--- src/rtl/vga_line_dma.sv ---
// vga_line_dma: per-line framebuffer read DMA feeding the VGA pixel FIFO byte by byte
module vga_line_dma #(
  parameter int LINE_BYTES  = 640,
  parameter int FRAME_LINES = 480
) (
  input  logic        CLK_WB,
  input  logic        RST_ASYNC_WB,
  input  logic        CFG_EN_IN,
  input  logic [31:0] CFG_BASE_ADDR_IN,
  input  logic        VS_STB_IN,
  input  logic        HS_STB_IN,
  output logic        WB_CYC_OUT,
  output logic        WB_STB_OUT,
  output logic        WB_WE_OUT,
  output logic [3:0]  WB_SEL_OUT,
  output logic [31:0] WB_ADR_OUT,
  input  logic [31:0] WB_DAT_IN,
  input  logic        WB_ACK_IN,
  output logic        FIFO_DATA_EN_OUT,
  output logic [7:0]  FIFO_DATA_OUT,
  input  logic        FIFO_FULL_IN,
  output logic        LINE_LATE_OUT,
  output logic        BUSY_OUT
);
  localparam logic [10:0] LB = 11'(LINE_BYTES);
  localparam logic [10:0] FL = 11'(FRAME_LINES);
  typedef enum logic [1:0] {IDLE, REQ, PUSH, DONE} state_t;
  state_t      state;
  logic        en, pending, abort;
  logic [31:0] addr, word;
  logic [1:0]  byte_idx;
  logic [10:0] byte_cnt, trig_cnt;
  logic [9:0]  line_cnt;
  logic        hs_trig;
  // trig_cnt counts lines accepted this frame (started or queued), so early HS strobes cannot overrun the frame
  assign hs_trig          = HS_STB_IN && !VS_STB_IN && en && trig_cnt < FL;
  assign FIFO_DATA_EN_OUT = state == PUSH && !FIFO_FULL_IN;
  assign FIFO_DATA_OUT    = state == PUSH ? word[{byte_idx, 3'b000} +: 8] : 8'h00;
  assign BUSY_OUT         = state != IDLE;
  assign WB_WE_OUT        = 1'b0;
  assign WB_SEL_OUT       = 4'hF;
  // line fetch sequencer; a VS strobe overrides everything except an outstanding WB read
  always_ff @(posedge CLK_WB or posedge RST_ASYNC_WB) begin
    if (RST_ASYNC_WB) begin
      state         <= IDLE;
      en            <= 1'b0;
      pending       <= 1'b0;
      abort         <= 1'b0;
      addr          <= '0;
      word          <= '0;
      byte_idx      <= '0;
      byte_cnt      <= '0;
      trig_cnt      <= '0;
      line_cnt      <= '0;
      WB_CYC_OUT    <= 1'b0;
      WB_STB_OUT    <= 1'b0;
      WB_ADR_OUT    <= '0;
      LINE_LATE_OUT <= 1'b0;
    end else begin
      LINE_LATE_OUT <= 1'b0;
      if (hs_trig) begin
        if (state != IDLE && pending) LINE_LATE_OUT <= 1'b1;
        else trig_cnt <= trig_cnt + 11'd1;
        if (state != IDLE) pending <= 1'b1;
      end
      case (state)
        IDLE: begin
          pending <= pending && hs_trig;
          if (pending || hs_trig) begin
            state      <= REQ;
            WB_CYC_OUT <= 1'b1;
            WB_STB_OUT <= 1'b1;
            WB_ADR_OUT <= {addr[31:2], 2'b00};
          end
        end
        REQ: if (WB_ACK_IN) begin
          WB_CYC_OUT <= 1'b0;
          WB_STB_OUT <= 1'b0;
          abort      <= 1'b0;
          if (abort) state <= IDLE;
          else begin
            word     <= WB_DAT_IN;
            addr     <= addr + 32'd4;
            byte_idx <= 2'd0;
            state    <= PUSH;
          end
        end
        PUSH: if (!FIFO_FULL_IN) begin
          byte_idx <= byte_idx + 2'd1;
          if (byte_idx == 2'd3) begin
            byte_cnt <= byte_cnt + 11'd4;
            if (byte_cnt + 11'd4 == LB) state <= DONE;
            else begin
              state      <= REQ;
              WB_CYC_OUT <= 1'b1;
              WB_STB_OUT <= 1'b1;
              WB_ADR_OUT <= {addr[31:2], 2'b00};
            end
          end
        end
        DONE: begin
          line_cnt <= line_cnt + 10'd1;
          byte_cnt <= '0;
          state    <= IDLE;
        end
        default: state <= IDLE;
      endcase
      if (VS_STB_IN) begin
        en            <= CFG_EN_IN;
        addr          <= CFG_BASE_ADDR_IN;
        line_cnt      <= '0;
        byte_cnt      <= '0;
        byte_idx      <= '0;
        trig_cnt      <= 11'(CFG_EN_IN);
        LINE_LATE_OUT <= 1'b0;
        if (state == REQ && !WB_ACK_IN) begin
          abort   <= 1'b1;
          pending <= CFG_EN_IN;
        end else begin
          abort      <= 1'b0;
          pending    <= 1'b0;
          state      <= CFG_EN_IN ? REQ : IDLE;
          WB_CYC_OUT <= CFG_EN_IN;
          WB_STB_OUT <= CFG_EN_IN;
          WB_ADR_OUT <= {CFG_BASE_ADDR_IN[31:2], 2'b00};
        end
      end
    end
  end
endmodule

--- config.mk ---
export PLATFORM = sky130hd
export DESIGN_NAME = vga_line_dma
export DESIGN_NICKNAME = d
export VERILOG_FILES = /design/src/rtl/vga_line_dma.sv
export SDC_FILE = /design/constraint.sdc
export NUM_CORES = 1
export LEC_CHECK = 0
export ABC_CLOCK_PERIOD_IN_PS = 6400
export BUFFER_PORTS_ARGS = -buffer_cell sky130_fd_sc_hd__buf_2
export CAP_MARGIN = 10
export CORE_MARGIN = 1
export CORE_UTILIZATION = 56
export DETAILED_ROUTE_END_ITERATION = 10
export MAX_ROUTING_LAYER = met4
export PLACE_DENSITY = 0.8
export REMOVE_ABC_BUFFERS = 1
export SYNTH_ARGS = -nofsm -noshare
export SYNTH_HDL_FRONTEND = slang
export SYNTH_SLANG_ARGS = --single-unit
--- constraint.sdc ---
create_clock -name CLK_WB -period 6.4 [get_ports CLK_WB]
set_clock_uncertainty 0.2 [all_clocks]
set_input_delay 1.92 -clock CLK_WB [delete_from_list [all_inputs] [get_ports CLK_WB]]
set_output_delay 1.92 -clock CLK_WB [all_outputs]
set_load 0.05 [all_outputs]
==> results of run 1 <==
[layer usage]
| layer | GRT usage [%] | vias to the layer above |
|---|---|---|
| li1 | - | 2197 |
| met1 | 32.16 | 2318 |
| met2 | 44.45 | 112 |
| met3 | 4.280 | 28 |
| met4 | 11.55 | 0 |
| met5 | - | - |
[layout make-up]
cell class                 instances  area (sq um)  area share [%]
timing repair buffer             117         595.6           7.877
inverter                           8         32.53          0.4302
multi-input combinational        394          3044           40.26
clock buffer                      18         439.2           5.808
clock inverter                    14         168.9           2.234
sequential                       124          3103           41.04
antenna                            1         2.502         0.03310
tap                              140         175.2           2.317
[cell usage after synthesis (all sizes together), types with 8 or more instances]
master	number
xnor2	11
mux4	8
nor3	9
dfrtp	124
mux2	91
xor2	24
nor2b	11
a21oi	11
nand3	17
and3	12
nand2	57
nand4	9
o21ai	45
buf	16
inv	8
nor2	29
clkbuf	17
[registers in the layout, summed over array words and instances (netlist names)]
register and flops:
byte_idx 2, word 32, en 1, WB_ADR_OUT 32, WB_STB_OUT 1, abort 1
LINE_LATE_OUT 1, byte_cnt 9, addr 30, pending 1, WB_CYC_OUT 1, trig_cnt 11
state 2
[final timing paths]
kind | from | endpoint | slack [ns] | cells after the start
setup / recovery | FIFO_FULL_IN | FIFO_DATA_EN_OUT | 1.76 | 3
hold reg to reg | WB_ADR_OUT[0]$_DFF_PP0_ | WB_ADR_OUT[0]$_DFF_PP0_ | 0.30 | 1
min in group asynchronous | RST_ASYNC_WB | word[13]$_DFFE_PP0P_ | 1.56 | 2
max in group asynchronous | RST_ASYNC_WB | WB_ADR_OUT[8]$_DFF_PP0_ | 3.32 | 3
setup reg to reg | state[1]$_DFF_PP0_ | addr[27]$_DFFE_PP0P_ | 3.25 | 6
hold / removal | WB_ADR_OUT[0]$_DFF_PP0_ | WB_ADR_OUT[0]$_DFF_PP0_ | 0.30 | 1
[logic make-up after synthesis]
group / after synthesis
AND/OR/NAND/NOR: 167
XOR/XNOR: 35
AO/OA/AOI/OAI: 80
flip-flops: 124
buffers and inverters: 41
other: 2
adder cells (fa/ha/maj): 5
multiplexers: 102
[stage by stage]
stage	hold WS [ns]	util [%]	power, mW
after floorplan	0.2753	-	2.170
after global placement	0.2854	63.56	2.418
after detailed placement	0.2926	63.56	2.476
after CTS	0.3068	69.12	3.466
after global routing	0.3232	69.14	3.602
final	0.3042	69.14	3.450
[report_power, final]
group | switching [mW] | internal, mW | leakage [nW]
Sequential | 0.163 | 1.03 | 1.53
Combinational | 0.773 | 0.503 | 1.55
Clock | 0.361 | 0.622 | 0.285
Total | 1.30 | 2.15 | 3.37
==> flow_summary.yaml, run 1 <==
die:
  start_util_pct: 57.75
  die_h_microns: 108.2
  rows: 38
  core_sq_um: 10940
  ioPinCount: 121
  die_area_sq_um: 11710
  die_w_microns: 108.2
place:
  postPlaceCellArea_sq_um: 6950
  port_buffers: 113
  dp.final_hpwl_microns: 9162
  dp_slack_ns: 1.707
  dp.cells: 783
  gp_congestion: 0.8293
logic_synthesis:
  synth-main-ff-cell: "dfrtp_1"
  yosys.area_share.simple_pct: 13.61
  synthTopCellsByArea: "dfrtp_1 (49%), mux2_2 (14%), o21ai_0 (3.6%)"
  yosys_warnings: 0
  post_synth.cell_area_avg_sq_um: 11.36
  synth.distinct_cells: 58
  synth_top_area_share_pct: 49.14
  synth_compound_area_share_pct: 8.064
  synth_top_area_cell: "dfrtp_1"
  synth_xor_area_share_pct: 4.854
  ys_async_sr_fraction_pct: 100.0
  ys_seq_elements: 124
  syn-cell-area_sq_um: 6315
  muxShareOfSynthArea_pct: 20.15
  seq_area_frac_synth_pct: 49.14
  synth_top_family_by_area: "multiplexers"
  synth_edf_count: 0
  netlist_instances: 556
  synth_fa_ha_area_share_pct: 0.9907
critical_path:
  crit_arrival_ns: 2.52
  crit_required_ns: 4.28
  path_class: "primary input to output pin"
  critPathMaxFanout: 4
  worstPathCellList: "buf_2 -> nor2_1 -> buf_2"
  crit_slowest_cell: "buf_2"
  endpoint_kind: "output pin"
  critPathMaxStageDelay_ns: 0.31
  crit_family: "buffers and inverters"
  crit_top_cell: "buf_2"
  critPathLaunchType: "primary input"
  critPathBufInv: 2
cts:
  post_cts_resized: 0
  numCtsBuffers: 17
  cts.sinks: 124
  clk_latency_ns: 0.42
  clockBufferDepth: 2
  cts_tree: "yes"
  htreeDepth: 4
  cts_hold_buf: 0
  path_clk_slew_ns: 0.06
  post_cts_buffers: 0
  ctsRootBufferMaster: "clkbuf_16"
detailed_routing:
  ant_nets: 0
  first_pass_iters: 5
  met3WireLength_microns: 447
  met2_wirelength_microns: 7364
  vias: 4655
  top_layer: "met4"
  drt_iter0_markers: 268
  viasPerCell: 5.705
  routed_wl_microns: 14020
  wire_per_inst_microns: 17.18
  wl_met1_microns: 5837
  drc: 0
sta:
  layout_min_cycle_time_ns: 4.645
  min_period_over_period_pct: 72.57
  worst_pin_slew_ns: 1.030
  slew_headroom_pct: 31.36
  rsz0062_at_grt: "false"
  hold_violations: 0
  fmax_mhz: 215.3
  setup_violations: 0
  setup_ws_ns: 1.755
  maxSlewViolCount: 0
  finalSetupTns_ns: 0
final_layout:
  final_area_sq_um: 7561
  nFillCells: 786
  num-nets-final: 738
  final_common_cell: "dfrtp_1"
  fin_cells: 816
  area_growth_pct: 19.73
  drive_gt1_share_pct: 38.22
  final_cell_mix: "dfrtp_1 (124), buf_2 (113), mux2_2 (81)"
power:
  ir_drop_mv: 0.2825
  power_density_nw_per_um2: 456.3
  power_leakage_nw: 3.366
global_routing:
  antenna_found_initial: 1
  grt_max_degree: 88
  grt_pass1_wl_microns: 23120
  track_usage_pct: 26.70
  overflow: 0
  grt_pass1_vias: 4736
status:
  outcome: "complete, no violations"
worst_hold_path:
  worstHoldPathType: "flop to flop"
job:
  cap_violations: 0
Power figures use the tool's default switching activity.
==> run 2: changes to the inputs <==
--- a/config.mk
+++ b/config.mk
@@ -5,7 +5,7 @@
 export SDC_FILE = /design/constraint.sdc
 export NUM_CORES = 1
 export LEC_CHECK = 0
-export ABC_CLOCK_PERIOD_IN_PS = 6400
+export ABC_CLOCK_PERIOD_IN_PS = 4330
 export BUFFER_PORTS_ARGS = -buffer_cell sky130_fd_sc_hd__buf_2
 export CAP_MARGIN = 10
 export CORE_MARGIN = 1
==> constraint.sdc (replaced) <==
create_clock -name CLK_WB -period 4.33 [get_ports CLK_WB]
set_clock_uncertainty 0.2 [all_clocks]
set_input_delay 1.299 -clock CLK_WB [delete_from_list [all_inputs] [get_ports CLK_WB]]
set_output_delay 1.299 -clock CLK_WB [all_outputs]
set_load 0.05 [all_outputs]
==> flow_summary.yaml, run 2 (synthesized netlist as in run 1, its figures left out) <==
sta:
  worst_pin_slew_ns: 0.7847
  maxSlewViolCount: 0
  rsz0062_at_grt: "false"
  finalSetupTns_ns: 0
  min_period_over_period_pct: 83.13
  slew_headroom_pct: 47.68
  fmax_mhz: 277.8
  hold_violations: 0
  setup_violations: 0
  layout_min_cycle_time_ns: 3.599
  setup_ws_ns: 0.7305
place:
  gp_congestion: 0.7989
  postPlaceCellArea_sq_um: 6980
  dp_slack_ns: 0.6380
  dp.final_hpwl_microns: 9314
  port_buffers: 113
  dp.cells: 787
detailed_routing:
  drc: 0
  wire_per_inst_microns: 16.90
  drt_iter0_markers: 228
  vias: 4683
  viasPerCell: 5.725
  routed_wl_microns: 13830
  ant_nets: 0
  first_pass_iters: 5
cts:
  numCtsBuffers: 17
  clockBufferDepth: 2
  clk_latency_ns: 0.42
  ctsRootBufferMaster: "clkbuf_16"
  post_cts_resized: 0
  path_clk_slew_ns: 0.05
  cts.sinks: 124
  post_cts_buffers: 0
  htreeDepth: 4
  cts_hold_buf: 0
  cts_tree: "yes"
critical_path:
  worstPathCellList: "mux4_2 -> nor2b_1 -> buf_2"
  crit_slowest_cell: "dfrtp_1"
  critPathMaxStageDelay_ns: 0.72
  crit_required_ns: 2.83
  reg2reg_slack_ns: 1.52
  critPathMaxFanout: 11
  critPathLaunchType: "flop"
  path_class: "flop to output pin"
  endpoint_kind: "output pin"
  crit_arrival_ns: 2.10
power:
  power_frac_clock_pct: 27.0
  power_density_nw_per_um2: 661.8
  swShare_pct: 37.43
  power_leakage_nw: 3.369
  pwr-share-seq_pct: 35.1
  p_int_mw: 3.120
  ir_drop_mv: 0.4525
  combPwrFrac_pct: 37.9
  switchingPower_mw: 1.866
  total_power_mw: 4.986
status:
  outcome: "complete, no violations"
global_routing:
  grt_pass1_wl_microns: 23170
  grt_pass1_vias: 4705
  overflow: 0
  grt_max_degree: 88
  antenna_found_initial: 0
  track_usage_pct: 27.00
job:
  cap_violations: 0
die:
  die_w_microns: 108.2
  start_util_pct: 57.75
  ioPinCount: 121
  rows: 38
  core_sq_um: 10940
  die_area_sq_um: 11710
  die_h_microns: 108.2
final_layout:
  num-nets-final: 742
  area_growth_pct: 19.30
  final_cell_mix: "dfrtp_1 (124), buf_2 (113), mux2_2 (81)"
  final_common_cell: "dfrtp_1"
  final_area_sq_um: 7533
  nFillCells: 843
  num_antenna_cells: 0
  top_regs: "WB_ADR_OUT x32, word x32, addr x30"
  drive_gt1_share_pct: 37.61
  fin_cells: 818
worst_hold_path:
  worstHoldPathType: "flop to flop"
-- run 2: cell count changes in the layout (fill, tap and decap cells not counted) --
cell	change
inv_6	-2
clkinvlp_4	-4
bufinv_16	-1
buf_4	+4
diode_2	-1
clkbuf_1	+6
-- run 2: final cells by class --
| cell class | instances | area, sq um | share of cell area [%] |
|---|---|---|---|
| sequential | 124 | 3103 | 41.19 |
| multi-input combinational | 394 | 3044 | 40.41 |
| timing repair buffer | 121 | 625.6 | 8.304 |
| clock buffer | 24 | 461.7 | 6.129 |
| tap | 140 | 175.2 | 2.325 |
| clock inverter | 7 | 91.34 | 1.212 |
| inverter | 8 | 32.53 | 0.4318 |
-- run 2: per-layer routing --
| layer | track usage [%] | vias to the layer above | wire (microns) |
|---|---|---|---|
| li1 | - | 2198 | - |
| met1 | 32.53 | 2331 | 5838 |
| met2 | 42.49 | 127 | 7023 |
| met3 | 6.811 | 27 | 556 |
| met4 | 12.92 | 0 | 408 |
| met5 | - | - | 0 |
-- run 2: critical path, delay by kind of cell, from the launching register on --
| kind | cells | cell delay [ns] |
|---|---|---|
| DFF | 1 | 0.72 |
| buffers and inverters | 1 | 0.23 |
| and+or+nand+nor | 1 | 0.15 |
| muxes | 1 | 0.57 |
-- run 2: stage by stage --
stage          hold slack, ns  utilization [%]
2_1_floorplan          0.2753                -
3_3_place_gp           0.2857            63.83
3_5_place_dp           0.2895            63.83
4_1_cts                0.3031            68.89
5_1_grt                0.3152            68.89
6_report               0.3002            68.89
-- run 2: path summary, 6_finish.rpt --
check                                              from                 endpoint  depth (start not counted)
worst max-delay path            byte_idx[0]$_DFFE_PP0P_         FIFO_DATA_OUT[7]                          3
worst min-delay path               word[16]$_DFFE_PP0P_     word[16]$_DFFE_PP0P_                          1
worst max register to register       state[1]$_DFF_PP0_     addr[27]$_DFFE_PP0P_                          6
worst min register to register     word[16]$_DFFE_PP0P_     word[16]$_DFFE_PP0P_                          1
max in group asynchronous                  RST_ASYNC_WB  WB_ADR_OUT[5]$_DFF_PP0_                          3
min in group asynchronous                  RST_ASYNC_WB  WB_ADR_OUT[1]$_DFF_PP0_                          2
-- run 2: power groups by stage --
stage	sequential [mW]	combinational [mW]	clock [mW]
final	1.75	1.89	1.34
after global routing	1.80	2.01	1.42
after CTS	1.75	1.90	1.37
after detailed placement	1.76	1.89	0
after global placement	1.74	1.84	0
after floorplan	2.25	0.961	0
